File: src/rtl/cpu_pkg.sv
// Shared CPU front-end definitions: instruction field positions, fetch constants
// and the fetch FSM state type.
package cpu_pkg;

    localparam int unsigned INSTR_W   = 32;

    localparam int unsigned OPC_MSB   = 31;
    localparam int unsigned OPC_LSB   = 26;
    localparam int unsigned FUNCT_MSB = 5;
    localparam int unsigned FUNCT_LSB = 0;
    localparam int unsigned RS_MSB    = 25;
    localparam int unsigned RS_LSB    = 21;
    localparam int unsigned RT_MSB    = 20;
    localparam int unsigned RT_LSB    = 16;
    localparam int unsigned RD_MSB    = 15;
    localparam int unsigned RD_LSB    = 11;
    localparam int unsigned IMM_MSB   = 15;
    localparam int unsigned IMM_LSB   = 0;

    localparam int unsigned PC_STEP   = 4;

    localparam logic [INSTR_W-1:0] NOP_INSTR = '0;

    // IDLE: nothing outstanding; REQ: live request; FLUSH: request outstanding
    // whose returning word must be dropped.
    typedef enum logic [1:0] {
        IDLE,
        REQ,
        FLUSH
    } fetch_state_e;

endpackage

File: src/rtl/fetch_buffer.sv
// Synchronous prefetch FIFO holding {pc, instruction} pairs. Flush overrides
// any push or pop in the same cycle. DEPTH must be a power of two.
module fetch_buffer #(
    parameter int unsigned WIDTH = 64,
    parameter int unsigned DEPTH = 2
) (
    input  logic                     clk,
    input  logic                     rst_n,
    input  logic                     push_i,
    input  logic [WIDTH-1:0]         data_i,
    input  logic                     pop_i,
    input  logic                     flush_i,
    output logic [WIDTH-1:0]         data_o,
    output logic                     full_o,
    output logic                     empty_o,
    output logic [$clog2(DEPTH):0]   count_o
);

    localparam int unsigned PTR_W = $clog2(DEPTH);
    localparam int unsigned CNT_W = PTR_W + 1;

    logic [WIDTH-1:0] mem_q [DEPTH];
    logic [PTR_W-1:0] wr_ptr_q, rd_ptr_q;
    logic [CNT_W-1:0] count_q;
    logic             do_push, do_pop;

    assign full_o  = (count_q == CNT_W'(DEPTH));
    assign empty_o = (count_q == '0);
    assign count_o = count_q;
    assign data_o  = mem_q[rd_ptr_q];

    assign do_push = push_i && !full_o && !flush_i;
    assign do_pop  = pop_i && !empty_o && !flush_i;

    // Storage array: written on an accepted push, contents need no reset.
    always_ff @(posedge clk) begin
        if (do_push) begin
            mem_q[wr_ptr_q] <= data_i;
        end
    end

    // Pointer and occupancy bookkeeping; flush empties the buffer.
    always_ff @(posedge clk or negedge rst_n) begin
        if (!rst_n) begin
            wr_ptr_q <= '0;
            rd_ptr_q <= '0;
            count_q  <= '0;
        end else if (flush_i) begin
            wr_ptr_q <= '0;
            rd_ptr_q <= '0;
            count_q  <= '0;
        end else begin
            if (do_push) wr_ptr_q <= wr_ptr_q + PTR_W'(1);
            if (do_pop)  rd_ptr_q <= rd_ptr_q + PTR_W'(1);
            case ({do_push, do_pop})
                2'b10:   count_q <= count_q + CNT_W'(1);
                2'b01:   count_q <= count_q - CNT_W'(1);
                default: count_q <= count_q;
            endcase
        end
    end

endmodule

File: src/rtl/instr_fetch_unit.sv
// Instruction fetch front end: owns the PC, keeps one read outstanding to
// instruction memory, buffers returned words and issues them with decoded
// fields to the decoder. Redirect flushes buffered and in-flight words.
module instr_fetch_unit
    import cpu_pkg::*;
#(
    parameter int unsigned        ADDR_W   = 32,
    parameter logic [ADDR_W-1:0]  RESET_PC = '0,
    parameter int unsigned        DEPTH    = 2
) (
    input  logic               clk,
    input  logic               rst_n,
    output logic               imem_req,
    output logic [ADDR_W-1:0]  imem_addr,
    input  logic               imem_ack,
    input  logic [31:0]        imem_rdata,
    input  logic               redirect_valid,
    input  logic [ADDR_W-1:0]  redirect_pc,
    output logic               issue_valid,
    input  logic               issue_ready,
    output logic [31:0]        issue_instr,
    output logic [ADDR_W-1:0]  issue_pc,
    output logic [5:0]         opcode,
    output logic [5:0]         funct,
    output logic [4:0]         rs,
    output logic [4:0]         rt,
    output logic [4:0]         rd,
    output logic [15:0]        imm
);

    localparam int unsigned ENTRY_W = ADDR_W + INSTR_W;
    localparam int unsigned CNT_W   = $clog2(DEPTH) + 1;

    fetch_state_e      state_q, state_d;
    logic [ADDR_W-1:0] fetch_pc_q, fetch_pc_d;
    logic [ADDR_W-1:0] addr_q, addr_d;

    logic               buf_push, buf_full, buf_empty, pop_fire;
    logic [CNT_W-1:0]   buf_count, count_after;
    logic [ENTRY_W-1:0] head;
    logic [ADDR_W-1:0]  redirect_aligned, next_pc;

    assign redirect_aligned = redirect_pc & ~ADDR_W'(3);
    assign next_pc          = fetch_pc_q + ADDR_W'(PC_STEP);

    assign issue_valid = !buf_empty;
    assign pop_fire    = issue_valid && issue_ready && !redirect_valid;
    // Occupancy once this cycle's pop and the incoming word are both applied.
    assign count_after = buf_count + CNT_W'(1) - CNT_W'(pop_fire);

    fetch_buffer #(
        .WIDTH (ENTRY_W),
        .DEPTH (DEPTH)
    ) u_buf (
        .clk     (clk),
        .rst_n   (rst_n),
        .push_i  (buf_push),
        .data_i  ({fetch_pc_q, imem_rdata}),
        .pop_i   (pop_fire),
        .flush_i (redirect_valid),
        .data_o  (head),
        .full_o  (buf_full),
        .empty_o (buf_empty),
        .count_o (buf_count)
    );

    // Fetch FSM, PC and request-address registers.
    always_ff @(posedge clk or negedge rst_n) begin
        if (!rst_n) begin
            state_q    <= IDLE;
            fetch_pc_q <= RESET_PC;
            addr_q     <= RESET_PC;
        end else begin
            state_q    <= state_d;
            fetch_pc_q <= fetch_pc_d;
            addr_q     <= addr_d;
        end
    end

    // Next-state logic: redirect first, then ack handling / request launch.
    // fetch_pc moves to the redirect target at once, while addr_q keeps the
    // outstanding request address until the memory acknowledges it.
    always_comb begin
        state_d    = state_q;
        fetch_pc_d = fetch_pc_q;
        addr_d     = addr_q;
        buf_push   = 1'b0;
        case (state_q)
            IDLE: begin
                if (redirect_valid) begin
                    fetch_pc_d = redirect_aligned;
                end else if (!buf_full) begin
                    state_d = REQ;
                    addr_d  = fetch_pc_q;
                end
            end
            REQ: begin
                if (redirect_valid) begin
                    fetch_pc_d = redirect_aligned;
                    if (imem_ack) begin
                        addr_d = redirect_aligned;
                    end else begin
                        state_d = FLUSH;
                    end
                end else if (imem_ack) begin
                    buf_push   = 1'b1;
                    fetch_pc_d = next_pc;
                    if (count_after < CNT_W'(DEPTH)) begin
                        addr_d = next_pc;
                    end else begin
                        state_d = IDLE;
                    end
                end
            end
            FLUSH: begin
                if (redirect_valid) begin
                    fetch_pc_d = redirect_aligned;
                end
                if (imem_ack) begin
                    state_d = REQ;
                    addr_d  = redirect_valid ? redirect_aligned : fetch_pc_q;
                end
            end
            default: begin
                state_d = IDLE;
            end
        endcase
    end

    assign imem_req  = (state_q != IDLE);
    assign imem_addr = addr_q;

    assign issue_instr = issue_valid ? head[INSTR_W-1:0]       : NOP_INSTR;
    assign issue_pc    = issue_valid ? head[ENTRY_W-1:INSTR_W] : '0;

    assign opcode = issue_instr[OPC_MSB:OPC_LSB];
    assign funct  = issue_instr[FUNCT_MSB:FUNCT_LSB];
    assign rs     = issue_instr[RS_MSB:RS_LSB];
    assign rt     = issue_instr[RT_MSB:RT_LSB];
    assign rd     = issue_instr[RD_MSB:RD_LSB];
    assign imm    = issue_instr[IMM_MSB:IMM_LSB];

endmodule

File: config.mk
export PLATFORM = sky130hd
export DESIGN_NAME = instr_fetch_unit
export DESIGN_NICKNAME = d
export VERILOG_FILES = /design/src/rtl/cpu_pkg.sv /design/src/rtl/fetch_buffer.sv /design/src/rtl/instr_fetch_unit.sv
export SDC_FILE = /design/constraint.sdc
export NUM_CORES = 1
export LEC_CHECK = 0
export CORE_MARGIN = 3
export CORE_UTILIZATION = 55
export CTS_CLUSTER_SIZE = 10
export DETAILED_ROUTE_END_ITERATION = 7
export DONT_BUFFER_PORTS = 1
export PLACE_DENSITY = 0.7
export SETUP_SLACK_MARGIN = 0.5
export SLEW_MARGIN = 20
export SYNTH_ARGS = -nofsm -noshare
export SYNTH_HDL_FRONTEND = slang
export SYNTH_HIERARCHICAL = 1
export SYNTH_SLANG_ARGS = --single-unit
File: constraint.sdc
create_clock -name clk -period 11.9 [get_ports clk]
set_input_delay 2.38 -clock clk [delete_from_list [all_inputs] [get_ports clk]]
set_output_delay 2.38 -clock clk [all_outputs]
set_load 0.02 [all_outputs]
Yosys cells after proc, flatten, opt, wreduce, memory -nomap -nowiden --
Memories as Yosys holds them, arrays and structs flattened. Cells that the tools add are included. Widths: inputs -> output; s select.
Cells by class: add/subtract/negate cells 6, multiply operators 0, div/mod/pow operators 0, order comparisons 1, equality and inequality tests 13, shifts and indexed selects 0, multiplexer cells 33, bitwise logic cells 0, reduce and logical (&&, ||, !) cells 21
Operator list (number):
- $mux 32 | 12
- $pmux 32 s3 | 1
- $pmux 32 s2 | 1
- $add 32x3->32 const B | 1
- $mux 2 | 8
- $ne 3x3->1 const B | 4
- $reduce_and 6->1 | 2
- $mux 1 | 9
- $ne 2x2->1 const B | 4
- $reduce_bool 2->1 | 4
- $eq 2x2->1 const B | 3
- $logic_and 1x1->1 | 6
- $pmux 2 s3 | 1
- $reduce_bool 3->1 | 2
- $eq 2x1->1 const B | 2
- $logic_not 2->1 | 2
- $pmux 2 s2 | 1
- $logic_not 1->1 | 3
- $add 1x1->1 const B | 2
- $add 2x1->2 const B | 1
- $lt 2x2->1 const B | 1
- $reduce_and 2->1 | 1
- $reduce_or 2->1 | 1
- $sub 2x1->2 | 1
- $sub 2x1->2 const B | 1
Word-level totals: register bits 70, bits in latches 0, RAM bits 128, bits in read-only memories 0, memories kept 1
Memories:
- u_buf.mem_q | words 2, bits a word 64, read ports 1, clocked after Yosys merged registers in 0, wr ports 1, RTL line fetch_buffer.sv:22 | logic [WIDTH-1:0] mem_q [DEPTH];

Longest topological paths before layout --
word-level depth 10, mapped depth 11

Cells and area by module --
The synthesis kept the hierarchy.
By module, submodules not included:
- instr_fetch_unit | instances 1, cells each 748, area an instance 5545.3 um^2
- fetch_buffer | instances 1, cells each 224, area an instance 4819.6 um^2

Worst setup path after synthesis --
Ideal clock, no wire load.
path type in2reg, start in redirect_valid, end mem u_buf.mem_q[1][0], enable pin, library setup time 0.578 ns, data arrival time 7.677 ns, data required time 11.322 ns, slack 3.645 ns, cell stages on the path 5, path buffers 0, cells stage by stage clkinv_1 -> nand2_1 -> nor2_1 -> nand2b_1 -> nor3b_1
On the way: longest elaborated chain between the ends 6, elaborated cells between the ends (all ways) 7
RTL lines:
- start, declared | RTL line instr_fetch_unit.sv:17 | input logic redirect_valid,
- $mux 1 | RTL line instr_fetch_unit.sv:98 | if (redirect_valid) begin
- $mux 1 | RTL line instr_fetch_unit.sv:88 | case (state_q)
- net buf_push | RTL line instr_fetch_unit.sv:38 | logic buf_push, buf_full, buf_empty, pop_fire;
- $logic_and 1x1->1 (2 in a row) | RTL line fetch_buffer.sv:32 | assign do_push = push_i && !full_o && !flush_i;
- $mux 1 | RTL line fetch_buffer.sv:37 | if (do_push) begin
- $mux 1 (not written as such) | RTL line fetch_buffer.sv:38 | mem_q[wr_ptr_q] <= data_i;
- end, declared | RTL line fetch_buffer.sv:22
The timed path passes the listed nets, and every way through them passes these cells.

Worst setup path after layout --
start reg u_buf.rd_ptr_q, end out funct[3]
On the way: longest elaborated chain between the ends 2
RTL lines:
- start, declared | RTL line fetch_buffer.sv:23 | logic [PTR_W-1:0] wr_ptr_q, rd_ptr_q;
- start signal, assigned | RTL line fetch_buffer.sv:54 | if (do_pop) rd_ptr_q <= rd_ptr_q + PTR_W'(1);
- $mem_v2 2x64
- net head[3] | RTL line instr_fetch_unit.sv:40 | logic [ENTRY_W-1:0] head;
- $mux 32 | RTL line instr_fetch_unit.sv:133 | assign issue_instr = issue_valid ? head[INSTR_W-1:0] : NOP_INSTR;
- end, declared | RTL line instr_fetch_unit.sv:24 | output logic [5:0] funct,
The timed path passes the listed nets, and every way through them passes these cells.

==> results_dict.tcl <==
set metrics [dict create \
    fin_nets 966 \
    cpMaxStageDelayCell "nor2b_1" \
    r2r-end "imem_addr[30]" \
    stdcell_area_um2 10800 \
    cts_tree "done" \
    dp_hpwl_mm 16.4 \
    synth_area_leaders "edfxtp_1 37%, dfrtp_1 17%, mux2_2 5.9%, nor2b_1 4.3%, o21ai_0 4.1%" \
    max-slew-margin-rel_pct 18.5 \
    preCtsSetupSlack_ns 6.73 \
    drive_gt1_share_pct 13.1 \
    critical_path_class "flop to output pin" \
    whs_path_depth 0 \
    track_usage_pct 24.6 \
    grt_remaining_overflow 0 \
    worstPathArrival_ns 2.74 \
    num_antenna_cells 0 \
    cp-end-kind "output pin" \
    start_kind "flop" \
    min_path_type "flop to flop" \
    syn2layout_area_growth_pct 4.14 \
    ys_seq_area_share_pct 54.0 \
    coreArea_um2 18200 \
    hold_end "u_buf/mem_q[1][33]" \
    synthFlopType "edfxtp_1" \
    vias_per_cell 6.56 \
    synth_edf_count 128 \
    post_cts_buffers 0 \
    path_buf_inv 1 \
    setup-violations-final 0 \
    postCtsHoldBufs 0 \
    grt_pass1_wl_mm 39.3 \
    dieArea_um2 20500 \
    finClkSkew_ns 0.0108 \
    gp_congestion 0.914 \
    grt_max_degree 93 \
    hold_viol_final 0 \
    path_delay_family "simple AND/OR/NAND/NOR gates" \
    htree_levels 4 \
    cp_slowest_stage_delay_ns 0.88 \
    setup_tns_ns 0 \
    path_cells "buf_4, mux2_2, nor2b_1" \
    maxCapViolCount 0 \
    synth_largest_area_cell "edfxtp_1" \
    synth-async-reset-ratio_pct 35.4 \
    finalWorstSetupSlack_ns 6.78 \
    core.rowCount 49 \
    first_iter_violations 821 \
    period_minus_slack_ns 5.12 \
    cts_root_buffer "clkbuf_16" \
    pin_count 210 \
    min_from "fetch_pc_q[1]" \
    startpoint "u_buf/rd_ptr_q" \
    vias 7444 \
    die_w_um 143 \
    p_per_area_nw_per_um2 231 \
    fin_cells 1134 \
    synth-seq-cells 198 \
    final_cell_mix "128 x edfxtp_1, 85 x o21ai_0, 69 x a21oi_1, 69 x dfrtp_1, 66 x nor2b_1" \
    synth_warnings 6 \
    final_common_cell "edfxtp_1" \
    synth_top_area_share_pct 37.1 \
    cts-resized-gates 0 \
    path_clk_slew_ns 0.07 \
    cts_sinks 198 \
    synth.distinct_cells 70 \
    port_buffers 0 \
    peakVddDrop_mv 0.232 \
    netlist_instances 972 \
    dp.cells 1102 \
    clockBufferDepth 2 \
    synth.avg_cell_area_um2 10.7 \
    wire_per_inst_um 22.6 \
    fin_crit_sh_pct 43.0 \
    ant_nets 0 \
    synth_fp_nets 1046 \
    rr_worst_depth 6 \
    r2r_setup_slack_ns 8.45 \
    fmax_mhz 195 \
    leakagePower_nw 3.80 \
    die_h_um 143 \
    placed_cell_area_um2 10200 \
    antenna_found_initial 1 \
    numCtsBuffers 17 \
    syn_area_um2 10400 \
    drc 0 \
    worst_slew_pin_slew_ns 1.21 \
    rsz0062_at_grt "false" \
    clk_latency_ns 0.43 \
    r2r_start "fetch_pc_q[14]" \
    slew_viol_final 0 \
    required_ns 9.52 \
    start_util_pct 56.9 \
    cp_max_fo 57 \
    grt_pass1_vias 7019 \
    totalWireLength_mm 25.6 \
    outcome "finished, final reports clean" \
    drtPass1Iterations 5 \
]
==> logic make-up after synthesis <==
group / Yosys count / synth area share, %
simple gates: 294 / 15.0
compound gates: 259 / 15.4
flops: 198 / 54.0
buf+inv: 136 / 6.62
mux: 72 / 7.74
xor+xnor: 8 / 0.676
fa+ha+maj: 5 / 0.604
==> stage by stage <==
stage / hold slack [ns] / power [mW] / util, %
floorplan: 0.437 / 1.68 / -
global placement: 0.479 / 1.90 / 56.0
detailed placement: 0.473 / 1.92 / 56.0
CTS: 0.499 / 2.49 / 59.2
global route: 0.519 / 2.63 / 59.3
finish: 0.501 / 2.49 / 59.3
==> Yosys cell counts, types with 3 or more instances <==
| cell type | instances |
|---|---|
| ha_1 | 5 |
| nor2b_1 | 72 |
| or4_1 | 4 |
| o41ai_1 | 3 |
| clkbuf_1 | 54 |
| or3_1 | 5 |
| nand3_1 | 25 |
| xor2_1 | 3 |
| o22a_1 | 4 |
| buf_4 | 44 |
| nor3_1 | 9 |
| o31ai_1 | 3 |
| and2_1 | 5 |
| edfxtp_1 | 128 |
| buf_2 | 8 |
| a211o_1 | 3 |
| nand4_1 | 12 |
| a2bb2oi_1 | 3 |
| a21oi_1 | 69 |
| o32ai_1 | 3 |
| a221oi_1 | 10 |
| inv_1 | 19 |
| and3_1 | 13 |
| nand2_1 | 59 |
| o2bb2ai_1 | 4 |
| dfrtp_1 | 70 |
| and4_1 | 5 |
| mux2_1 | 11 |
| o22ai_1 | 16 |
| nand2b_1 | 3 |
| mux2_2 | 54 |
| nor4_1 | 6 |
| o21ai_0 | 85 |
| nor2_1 | 65 |
| a32oi_1 | 4 |
| a31oi_1 | 13 |
| xnor2_1 | 5 |
| a22oi_1 | 9 |
| mux2i_1 | 7 |
| a21o_1 | 7 |
| buf_1 | 8 |
==> routing by layer <==
metal,vias to the layer above,track usage (%),wire length (µm)
met5,-,0,16
met4,2,8.42,801
met3,70,9.91,2970
met2,393,36.9,11700
met1,3605,32.9,10100
li1,3374,-,-
==> worst register-to-register path, cell delays in order (launching register included) <==
cell and delay (ns):
dfrtp_1 0.57, nand4_1 0.54, nor4_1 1.16, nand4_1 0.29, mux2i_1 0.19, a221oi_1 0.45
a21oi_1 0.12
==> final cells by class <==
cell class | count | area, µm²
clock buffer | 19 | 443
clock inverter | 13 | 141
fill | 1480 | 7410
inverter | 22 | 82.6
multi-input combinational | 638 | 4130
sequential | 198 | 5600
tap | 229 | 287
timing repair buffer | 15 | 113
==> flip-flops by register name, indices dropped and copies added, names as in the netlist <==
| name | cells |
|---|---|
| state_q | 2 |
| u_buf/rd_ptr_q | 1 |
| imem_addr | 32 |
| u_buf/mem_q | 128 |
| u_buf/count_o | 2 |
| fetch_pc_q | 32 |
| u_buf/wr_ptr_q | 1 |
==> how the worst max path moves through the flow <==
stage	end	depth (start not counted)	slack, ns
finish	funct[3]	3	6.78
CTS	imm[12]	3	6.70
global placement	u_buf/mem_q[1][34]	7	6.78
global route	funct[3]	3	6.62
detailed placement	u_buf/mem_q[1][34]	7	6.73
floorplan	u_buf/mem_q[1][0]	5	3.65
==> report_power, final <==
group	switching, mW	internal, mW	leakage [nW]
clock	0.264	0.302	0.282
combinational	0.571	0.269	1.51
sequential	0.215	0.870	2.01
No activity file was read; power rests on OpenSTA's default activity.
